<file path="config.mk">
export PLATFORM = sky130hd
export DESIGN_NAME = msg_sender
export DESIGN_NICKNAME = d
export VERILOG_FILES = /design/src/rtl/msg_pkg.sv /design/src/rtl/msg_sender.sv
export SDC_FILE = /design/constraint.sdc
export NUM_CORES = 1
export LEC_CHECK = 0
export CORE_ASPECT_RATIO = 0.8
export CORE_MARGIN = 2
export CORE_UTILIZATION = 35
export CTS_CLUSTER_SIZE = 40
export DETAILED_ROUTE_END_ITERATION = 16
export GPL_TIMING_DRIVEN = 0
export PLACE_DENSITY = 0.61
export SYNTH_ARGS = -nofsm -noshare
export SYNTH_HDL_FRONTEND = slang
export SYNTH_SLANG_ARGS = --single-unit
</file>
<file path="constraint.sdc">
create_clock -name clk -period 14.87 [get_ports clk]
set_input_delay 4.461 -clock clk [delete_from_list [all_inputs] [get_ports clk]]
set_output_delay 4.461 -clock clk [all_outputs]
set_load 0.02 [all_outputs]
</file>
<file path="src/rtl/msg_pkg.sv">
// Shared definitions for the message sender and its neighbours.
// Holds the message ID constants, field widths of the string ROM and the
// sequencer state encoding.
package msg_pkg;

  localparam int ID_W    = 2;
  localparam int MAX_LEN = 32;
  localparam int LEN_W   = 5;
  localparam int STR_W   = MAX_LEN * 8;

  localparam logic [ID_W-1:0] MSG_START = 2'd0;
  localparam logic [ID_W-1:0] MSG_SHELL = 2'd1;
  localparam logic [ID_W-1:0] MSG_ERROR = 2'd2;
  localparam logic [ID_W-1:0] MSG_PONG  = 2'd3;

  typedef enum logic [1:0] {
    ST_IDLE = 2'd0,
    ST_LOAD = 2'd1,
    ST_SEND = 2'd2,
    ST_DONE = 2'd3
  } state_t;

endpackage

</file>
<file path="src/rtl/msg_sender.sv">
// msg_sender: fetches a packed string from the string ROM for a requested
// message ID and streams it byte by byte into the UART transmitter.
//
// Ports:
//   clk, rst            system clock (rising edge), async active-high reset
//   req_valid/req_id    message request from the shell/command side
//   req_ready           high while idle, request accepted on valid&ready
//   rom_id              ID presented to the combinational string ROM
//   rom_string          packed string, last character at [7:0]
//   rom_length          number of characters in rom_string
//   tx_data/tx_valid    byte stream to uart_tx, transfer on valid&ready
//   tx_ready            uart_tx accepts the current byte
//   done                one-cycle pulse once the whole message is handed off
//
// state | meaning
// ------+-------------------------------------------------------------
// IDLE  | waiting for a request, req_ready high
// LOAD  | ROM output for the latched ID captured, byte index preset
// SEND  | presenting byte idx, decrement on every transfer
// DONE  | one-cycle completion pulse, back to IDLE
module msg_sender
  import msg_pkg::*;
(
  input  logic             clk,
  input  logic             rst,
  input  logic             req_valid,
  input  logic [ID_W-1:0]  req_id,
  output logic             req_ready,
  output logic [ID_W-1:0]  rom_id,
  input  logic [STR_W-1:0] rom_string,
  input  logic [LEN_W-1:0] rom_length,
  output logic [7:0]       tx_data,
  output logic             tx_valid,
  input  logic             tx_ready,
  output logic             done
);

  state_t             state_q, state_d;
  logic [ID_W-1:0]    rom_id_q, rom_id_d;
  logic [STR_W-1:0]   str_q, str_d;
  logic [LEN_W-1:0]   idx_q, idx_d;

  always_ff @(posedge clk or posedge rst) begin
    if (rst) begin
      state_q  <= ST_IDLE;
      rom_id_q <= '0;
      str_q    <= '0;
      idx_q    <= '0;
    end else begin
      state_q  <= state_d;
      rom_id_q <= rom_id_d;
      str_q    <= str_d;
      idx_q    <= idx_d;
    end
  end

  always_comb begin
    state_d   = state_q;
    rom_id_d  = rom_id_q;
    str_d     = str_q;
    idx_d     = idx_q;
    req_ready = 1'b0;
    tx_valid  = 1'b0;
    tx_data   = 8'h00;
    done      = 1'b0;
    case (state_q)
      ST_IDLE: begin
        req_ready = 1'b1;
        if (req_valid) begin
          rom_id_d = req_id;
          state_d  = ST_LOAD;
        end
      end
      ST_LOAD: begin
        str_d = rom_string;
        if (rom_length == '0) begin
          idx_d   = '0;
          state_d = ST_DONE;
        end else begin
          // first character out is the highest populated byte
          idx_d   = rom_length - 1'b1;
          state_d = ST_SEND;
        end
      end
      ST_SEND: begin
        tx_valid = 1'b1;
        // output is a pure function of latched registers, so it cannot
        // change while uart_tx stalls
        tx_data  = str_q[{idx_q, 3'b000} +: 8];
        if (tx_ready) begin
          if (idx_q == '0) begin
            state_d = ST_DONE;
          end else begin
            idx_d = idx_q - 1'b1;
          end
        end
      end
      ST_DONE: begin
        done    = 1'b1;
        state_d = ST_IDLE;
      end
      default: begin
        state_d = ST_IDLE;
      end
    endcase
  end

  assign rom_id = rom_id_q;

endmodule

</file>
==> metrics.md, run 1 <==
| Metric | Value |
|---|---|
| PD cells | around 220 nW/µm² |
| Pins Over Slew Limit | 0 |
| Die H | roughly 170 µm |
| DP HPWL | between 20,000 and 30,000 µm |
| Fin. Hold Viols | 0 |
| Most frequent cells in the layout | clkdlybuf4s50_1 (279), dfrtp_1 (265), mux2_1 (209) |
| Placed cell areas | between 15,000 and 20,000 µm² |
| Clock Latency Late Sink | roughly 560 ps |
| Final antenna-violating net count | 0 |
| Final critical-path share of the clock period | between 50% and 60% |
| MaxCap Viol Count | 0 |
| Worst hold slack | between 400 and 500 ps |
| Status | complete, no violations |
| GRT Residual Overflow | 0 |
| Final WL | ~35,000 µm |
| Initial DRT Pass Iterations | 6 |
| Synth-to-layout area growth | 36.5% |
| Slew headroom | between 50 and 60% |
| Largest family of logic cells by synthesized area | multiplexers |
| F_max | about 120 MHz |
| Post-synthesis adder-cell area fraction | less than 1% |
| Worst r2r path cells | 8 |
| Footprint of the multi-input gates | approximately 5200 µm² |
| Drt first-iter violations | about 430 |
| Core area | 34,600 µm² |
| Die W | ~210 µm |
| Reg-to-reg startpoint | idx_q[1] |
| WL/cell | between 20 and 25 µm |
| Multiplexer share of the synthesized area | a little under two fifths |
| Post-synth cell types | between 40 and 50 |
| Power Total | 3.61 mW |
| DR DRC count | 0 |
| Initial antenna violation count | 7 |
| Tmin final | roughly 8000 ps |
| Largest net degree at the start of global routing | 125 |
| Reg area | between 6000 and 7000 µm² |
| First-pass GRT wire length | slightly above 50,000 µm |
| Post-synthesis compound-gate area fraction | under 10% |
| Hold depth | 1 |
| Worst Setup End Kind | primary output |
| CTS H-tree lvls | 1 |
| Post-Syn Area | roughly 12,000 µm² |
| Starting Density | about a third |
| GRT Util Overall | between 10% and 20% |
| RSZ-0062 raised after global routing | false |
| Hold path endpoint | str_q[247] |
| CTS Buf Count | 28 |
| Reg clk slew, reported paths | approximately 60 ps |
| Post-synthesis simple-gate area fraction | a little over 2% |
| Worst min-delay path category | reg -> reg |
| Mean Syn Cell Area | 15.6 µm² |
| Final setup violation count | 0 |
| CTS resizes | 0 |
| Peak VDD IR | about 0.10 mV |
| Maximum clock path buffer count | 3 |
| IO Pins | 280 |
| Fin util | 48.2% |
| PortBufs | roughly 280 |
| Worst-margin pin slew | roughly 680 ps |
| Cell Rows | 61 |
| Synth Register Bits | about 270 |
| Total die area | between 30,000 and 40,000 µm² |
| Via count | 7,858 |
| Post-route cell area | approximately 17,000 µm² |
| Hold Crit Start | str_q[247] |
| Synthesized Nets | between 1,000 and 1,500 |
| CTS tree | done |
| Fillers | roughly 3,000 |
| Post-Synth XOR/XNOR Area | 0% |
| Root buffer cell | clkbuf_16 |
| Critical path fanouts, max | 10 |
| Skew final | roughly 12 ps |
| Critical Setup Path Class | reg -> out |
| R2R Path End | state_q[1] |
| Critical path arrival | 3610 ps |
| Vias in the first global route | 8,409 |
| Nets | approximately 1,400 |
| Seq/Total Area, Yosys | between 50% and 60% |
| Static Leak | around 6.8 nW |
| Vias per cell | between 4 and 5 |
| Hold_buf cts | 0 |
| Cells after Synth | 781 |
| GPL Wtd Cong | roughly 0.79 |
| Post-CTS Setup Bufs | 0 |
| Critical path startpoint category | flop |
| Critical path required time | between 10,000 and 15,000 ps |
| CTS Sinks | about 270 |
| Layout cell share with drive strength beyond 1 | roughly a fifth |
| Most common cell after layout, fill and taps aside | clkdlybuf4s50_1 |
| Number of synthesis warnings | 0 |
| R2r setup slk | 12,030 ps |
## report_power, final
group / total (mW) / switching (mW) / internal, mW
Combinational: 1.57 / 0.741 / 0.833
Sequential: 1.27 / 0.172 / 1.10
Clock: 0.763 / 0.298 / 0.465
Total: 3.61 / 1.21 / 2.40
## worst max path at each step
stage                     startpoint         end  slack, ps  depth (start not counted)
after floorplan                  rst    idx_q[0]       3110                          1
after global placement           rst  str_q[211]       -810                          2
after detailed placement  state_q[0]  tx_data[3]       7410                          7
after CTS                 state_q[0]  tx_data[3]       6810                          7
after global routing      state_q[0]  tx_data[3]       6590                          7
final                     state_q[0]  tx_data[3]       6800                          7
## sequential cells by signal, summed over array words and instances, names as in the netlist
name,flops
idx_q,5
state_q,2
str_q,256
rom_id,2
## kinds of logic after synthesis
group,count (synthesis)
adders and majority gates,7
muxes,345
DFF,265
buffers and inverters,66
and+or+nand+nor,44
AOI/OAI and AO/OA,54
## worst max-delay path, cell delays in order, from the launching register on
cell             delay [ps]
dfrtp_1                 400
inv_1                   160
ha_1                    230
clkbuf_1                350
clkbuf_1                470
o211ai_1                320
a221oi_1                380
clkdlybuf4s50_1         750
## cell usage after synthesis, drive strengths merged
master	number	area share [%]
a221oi	7	0.60
nor4b	3	0.27
nand2	9	0.28
nor3	5	0.20
and3	1	0.051
a21oi	6	0.25
and4b	1	0.082
nor2b	2	0.10
mux4	57	11
nor4bb	1	0.082
nor3b	1	0.062
dfrtp	265	54
mux2i	22	1.8
ha	7	0.72
nand2b	6	0.31
buf	46	2.2
a211oi	2	0.12
nor2	6	0.18
nor4	2	0.10
and2	2	0.10
o211ai	8	0.57
o31ai	1	0.062
o22ai	2	0.10
inv	9	0.28
clkbuf	11	0.34
a211o	1	0.072
or2	1	0.051
a22oi	8	0.49
o22a	7	0.50
nand3	3	0.12
mux2	266	25
or3	1	0.051
o21ai	12	0.49
## stage by stage
stage / setup slack, ps / cells / TNS (ps)
6_report: 6800 / 1588 / 0
5_1_grt: 6590 / 1586 / 0
4_1_cts: 6810 / 1586 / 0
3_5_place_dp: 7410 / 1534 / 0
3_3_place_gp: -808 / 1532 / -205730
2_1_floorplan: 3110 / 781 / 0
## layer usage
layer  global-route usage (%)  vias up  part of all wire (%)
met4                     2.74       10                   1.4
li1                         -     3552                     -
met1                     27.6     4031                    47
met5                        0        -                  0.17
met3                     5.07       46                   6.8
met2                     30.2      219                    44
## layout make-up
| type | instances | share of cell area (%) |
|---|---|---|
| flip-flops and latches | 265 | 39.8 |
| multi-input cells | 450 | 31.4 |
| repair buffers | 281 | 17.1 |
| clock buffers | 42 | 5.13 |
| well taps | 472 | 3.54 |
| plain buffers | 57 | 1.84 |
| clock inverters | 10 | 0.938 |
| inverters | 9 | 0.248 |
| diodes | 2 | 0.0300 |
(Power assumes the default switching activity.)
==> run 2: changes to the inputs <==
==> constraint.sdc (replaced) <==
create_clock -name clk -period 7.85 [get_ports clk]
set_input_delay 2.355 -clock clk [delete_from_list [all_inputs] [get_ports clk]]
set_output_delay 2.355 -clock clk [all_outputs]
set_load 0.02 [all_outputs]
==> run 2 against run 1 <==
Net effect:
- clock power increased by 94%
- clock skew decreased by 4.7 ps
- critical path depth is the same
- utilization grew 0.29 points
- hold slack better by 0.84 ps
- global-route usage is 0.27 points higher
- sequential share of layout area down 0.24 points
- worst setup slack worse by 4900 ps
- combinational power is 91% higher
- cell count grew 0.13%
- clock-buffer cell count down 3
- first-iteration DRC count is 20% higher
- largest cell class unchanged
- largest power group unchanged
==> metrics.md, run 2 (same netlist as run 1, synthesis figures left out) <==
| Metric | Value |
|---|---|
| Crit path buf inv count | 4 (unchanged) |
| Met2 Wirelength | 15,900 µm (was 15,400 µm) |
| DR DRC count | 0 (unchanged) |
| Layout cell share with drive strength beyond 1 | 19.4% (was 19.0%) |
| Total die area | 36,400 µm² (unchanged) |
| Die H | 171 µm (unchanged) |
| Worst Setup End Kind | primary output (unchanged) |
| CTS tree | done (unchanged) |
| Hold path endpoint | str_q[240] (was str_q[247]) |
| Critical path startpoint category | flop (unchanged) |
| Hold_buf cts | 0 (unchanged) |
| Post-route cell area | 16,800 µm² (was 16,700 µm²) |
| Most used cell, CP | clkbuf_1 (unchanged) |
| Final setup violation count | 0 (unchanged) |
| CTS H-tree lvls | 1 (unchanged) |
| Dpl ws | 2470 ps (was 7410 ps) |
| Vias in the first global route | 8,393 (was 8,409) |
| PortBufs | 279 (unchanged) |
| Post-CTS Setup Bufs | 0 (unchanged) |
| Initial DRT Pass Iterations | 4 (was 6) |
| Slew headroom | 46.8% (was 54.9%) |
| Pins Over Slew Limit | 0 (unchanged) |
| GRT Residual Overflow | 0 (unchanged) |
| Hold depth | 1 (unchanged) |
| R2R Path End | state_q[1] (unchanged) |
| Post-Route M1 WL | 15,900 µm (was 16,500 µm) |
| Cells along the critical path | inv_1 -> ha_1 -> clkbuf_1 -> clkbuf_1 -> o211ai_1 -> a221oi_1 -> clkdlybuf4s50_1 (unchanged) |
| Via count | 7,899 (was 7,858) |
| Fillers | 3,070 (was 3,078) |
| Status | complete, no violations (unchanged) |
| PD cells | 411 nW/µm² (was 217 nW/µm²) |
| Vias per cell | 4.97 (was 4.95) |
| Die W | 213 µm (unchanged) |
| First-pass GRT wire length | 52,600 µm (was 51,900 µm) |
| Fin. Hold Viols | 0 (unchanged) |
| Final WS setup | 1910 ps (was 6800 ps) |
| Maximum clock path buffer count | 3 (unchanged) |
| Max incr delay on CP | 730 ps (was 750 ps) |
| IO Pins | 280 (unchanged) |
| MaxCap Viol Count | 0 (unchanged) |
| CTS resizes | 0 (unchanged) |
| Worst hold slack | 481 ps (was 480 ps) |
| Critical path fanouts, max | 10 (unchanged) |
| Cell Rows | 61 (unchanged) |
| Skew final | 7.67 ps (was 12.3 ps) |
| Footprint of the multi-input gates | 5240 µm² (unchanged) |
| Drt first-iter violations | 510 (was 426) |
| GPL Wtd Cong | 0.806 (was 0.790) |
| Biggest regs | str_q (256), idx_q (5) (unchanged) |
| Worst r2r path cells | 8 (unchanged) |
| Reg-to-reg startpoint | idx_q[1] (unchanged) |
| Final antenna-violating net count | 0 (unchanged) |
| Peak VDD IR | 0.160 mV (was 0.0997 mV) |
| Antenna Cells | 0 (was 2) |
| Worst-margin pin slew | 797 ps (was 677 ps) |
| Hold Crit Start | str_q[240] (was str_q[247]) |
| Final WL | 35,200 µm (was 34,900 µm) |
| DP HPWL | 26,900 µm (was 26,000 µm) |
| Most common cell after layout, fill and taps aside | clkdlybuf4s50_1 (unchanged) |
| Top Metal Used | met5 (unchanged) |
| Clock Latency Late Sink | 550 ps (was 560 ps) |
| Nets | 1,372 (was 1,366) |
| CTS Sinks | 265 (unchanged) |
| R2r setup slk | 5050 ps (was 12,030 ps) |
| Most frequent cells in the layout | clkdlybuf4s50_1 (279), dfrtp_1 (265), mux2_1 (209) (unchanged) |
| Critical path required time | 5500 ps (was 10,410 ps) |
| Largest Register | str_q (unchanged) |
| GRT Util Overall | 19.6% (was 19.3%) |
| DR WL met3 | 2940 µm (was 2370 µm) |
| Final critical-path share of the clock period | between 70% and 80% |
| Static Leak | 6.82 nW (was 6.78 nW) |
| Core area | 34,600 µm² (unchanged) |
| Setup TNS Final | 0 ps (unchanged) |
| Critical path arrival | 3580 ps (was 3610 ps) |
| Critical Setup Path Class | reg -> out (unchanged) |
| Largest net degree at the start of global routing | 42 (was 125) |
| Worst min-delay path category | reg -> reg (unchanged) |
| Initial antenna violation count | 7 (unchanged) |
| Synth-to-layout area growth | 37.4% (was 36.5%) |
| Starting Density | 35.3% (unchanged) |
| Crit path max-delay family | buffers and inverters (unchanged) |
| RSZ-0062 raised after global routing | false (unchanged) |
| Max FFs per register | 256 (unchanged) |
| Tmin final | between 5000 and 6000 ps |
| WL/cell | 22.1 µm (was 22.0 µm) |
| CTS Buf Count | 29 (was 28) |
| Slowest-stage cell, CP | clkdlybuf4s50_1 (unchanged) |
| Reg area | 6630 µm² (unchanged) |
| Root buffer cell | clkbuf_16 (unchanged) |
| Reg clk slew, reported paths | 60 ps (about the same) |
| F_max | 168 MHz |
| Placed cell areas | 15,700 µm² (about the same) |
[run 2: changes by cell type in the layout (fill, tap and decap cells not counted), moves of 2 or more]
cell       previous run  this run
clkbuf_8              8         6
diode_2               2         0
bufinv_16             4         6
buf_16                2         0
buf_12                0         7
[run 2: area by class of cell]
class | count | share of cell area (%)
flip-flops and latches | 265 | 39.5
multi-input cells | 450 | 31.2
repair buffers | 286 | 17.5
clock buffers | 39 | 4.91
well taps | 472 | 3.52
plain buffers | 57 | 1.83
clock inverters | 12 | 1.27
inverters | 9 | 0.224
[run 2: how the worst max path moves through the flow]
stage / start / endpoint / depth (start not counted)
2_1_floorplan: rst / idx_q[0] / 1
3_3_place_gp: rst / str_q[219] / 2
3_5_place_dp: state_q[0] / tx_data[3] / 7
4_1_cts: state_q[0] / tx_data[3] / 7
5_1_grt: state_q[0] / tx_data[3] / 7
6_report: state_q[0] / tx_data[3] / 7
[run 2: power breakdown]
part           switching, mW  total, mW  internal (mW)  leakage [nW]
Sequential             0.330       2.42           2.09          3.10
Combinational           1.42       3.00           1.58          3.21
Clock                  0.554       1.48          0.926         0.510
[run 2: per-layer routing]
metal,vias up,global-route usage (%)
li1,3558,-
met1,4060,27.7
met2,222,30.7
met3,49,5.64
met4,10,2.58
met5,-,0
[run 2: worst register-to-register path, stage by stage (launching register included)]
cell,delay (ps)
dfrtp_1,370
clkbuf_1,250
inv_1,370
buf_2,380
ha_1,270
nor4b_2,320
nand2_1,140
a21oi_1,250
mux2_1,340
[run 2: per-stage QoR]
| stage | power, mW | utilization (%) | cells |
|---|---|---|---|
| after floorplan | 4.45 | - | 781 |
| after global placement | 5.42 | 45.1 | 1532 |
| after detailed placement | 5.50 | 45.5 | 1539 |
| after CTS | 7.01 | 48.5 | 1590 |
| after global routing | 7.34 | 48.5 | 1590 |
| final | 6.89 | 48.5 | 1590 |
==> run 3: changes to the inputs <==
==> constraint.sdc (replaced) <==
create_clock -name clk -period 5.7 [get_ports clk]
set_input_delay 1.71 -clock clk [delete_from_list [all_inputs] [get_ports clk]]
set_output_delay 1.71 -clock clk [all_outputs]
set_load 0.02 [all_outputs]
==> results of run 3 <==
Same layout as run 2 (identical final DEF). Status: complete, no violations.
Among the figures that moved: setup slack after placement 2470 ps -> 970 ps; setup slack after layout 1910 ps -> 410 ps; register-to-register setup slack 5050 ps -> 2900 ps; total power 6.89 mW -> 9.50 mW; worst IR drop on VDD 0.160 mV -> 0.221 mV
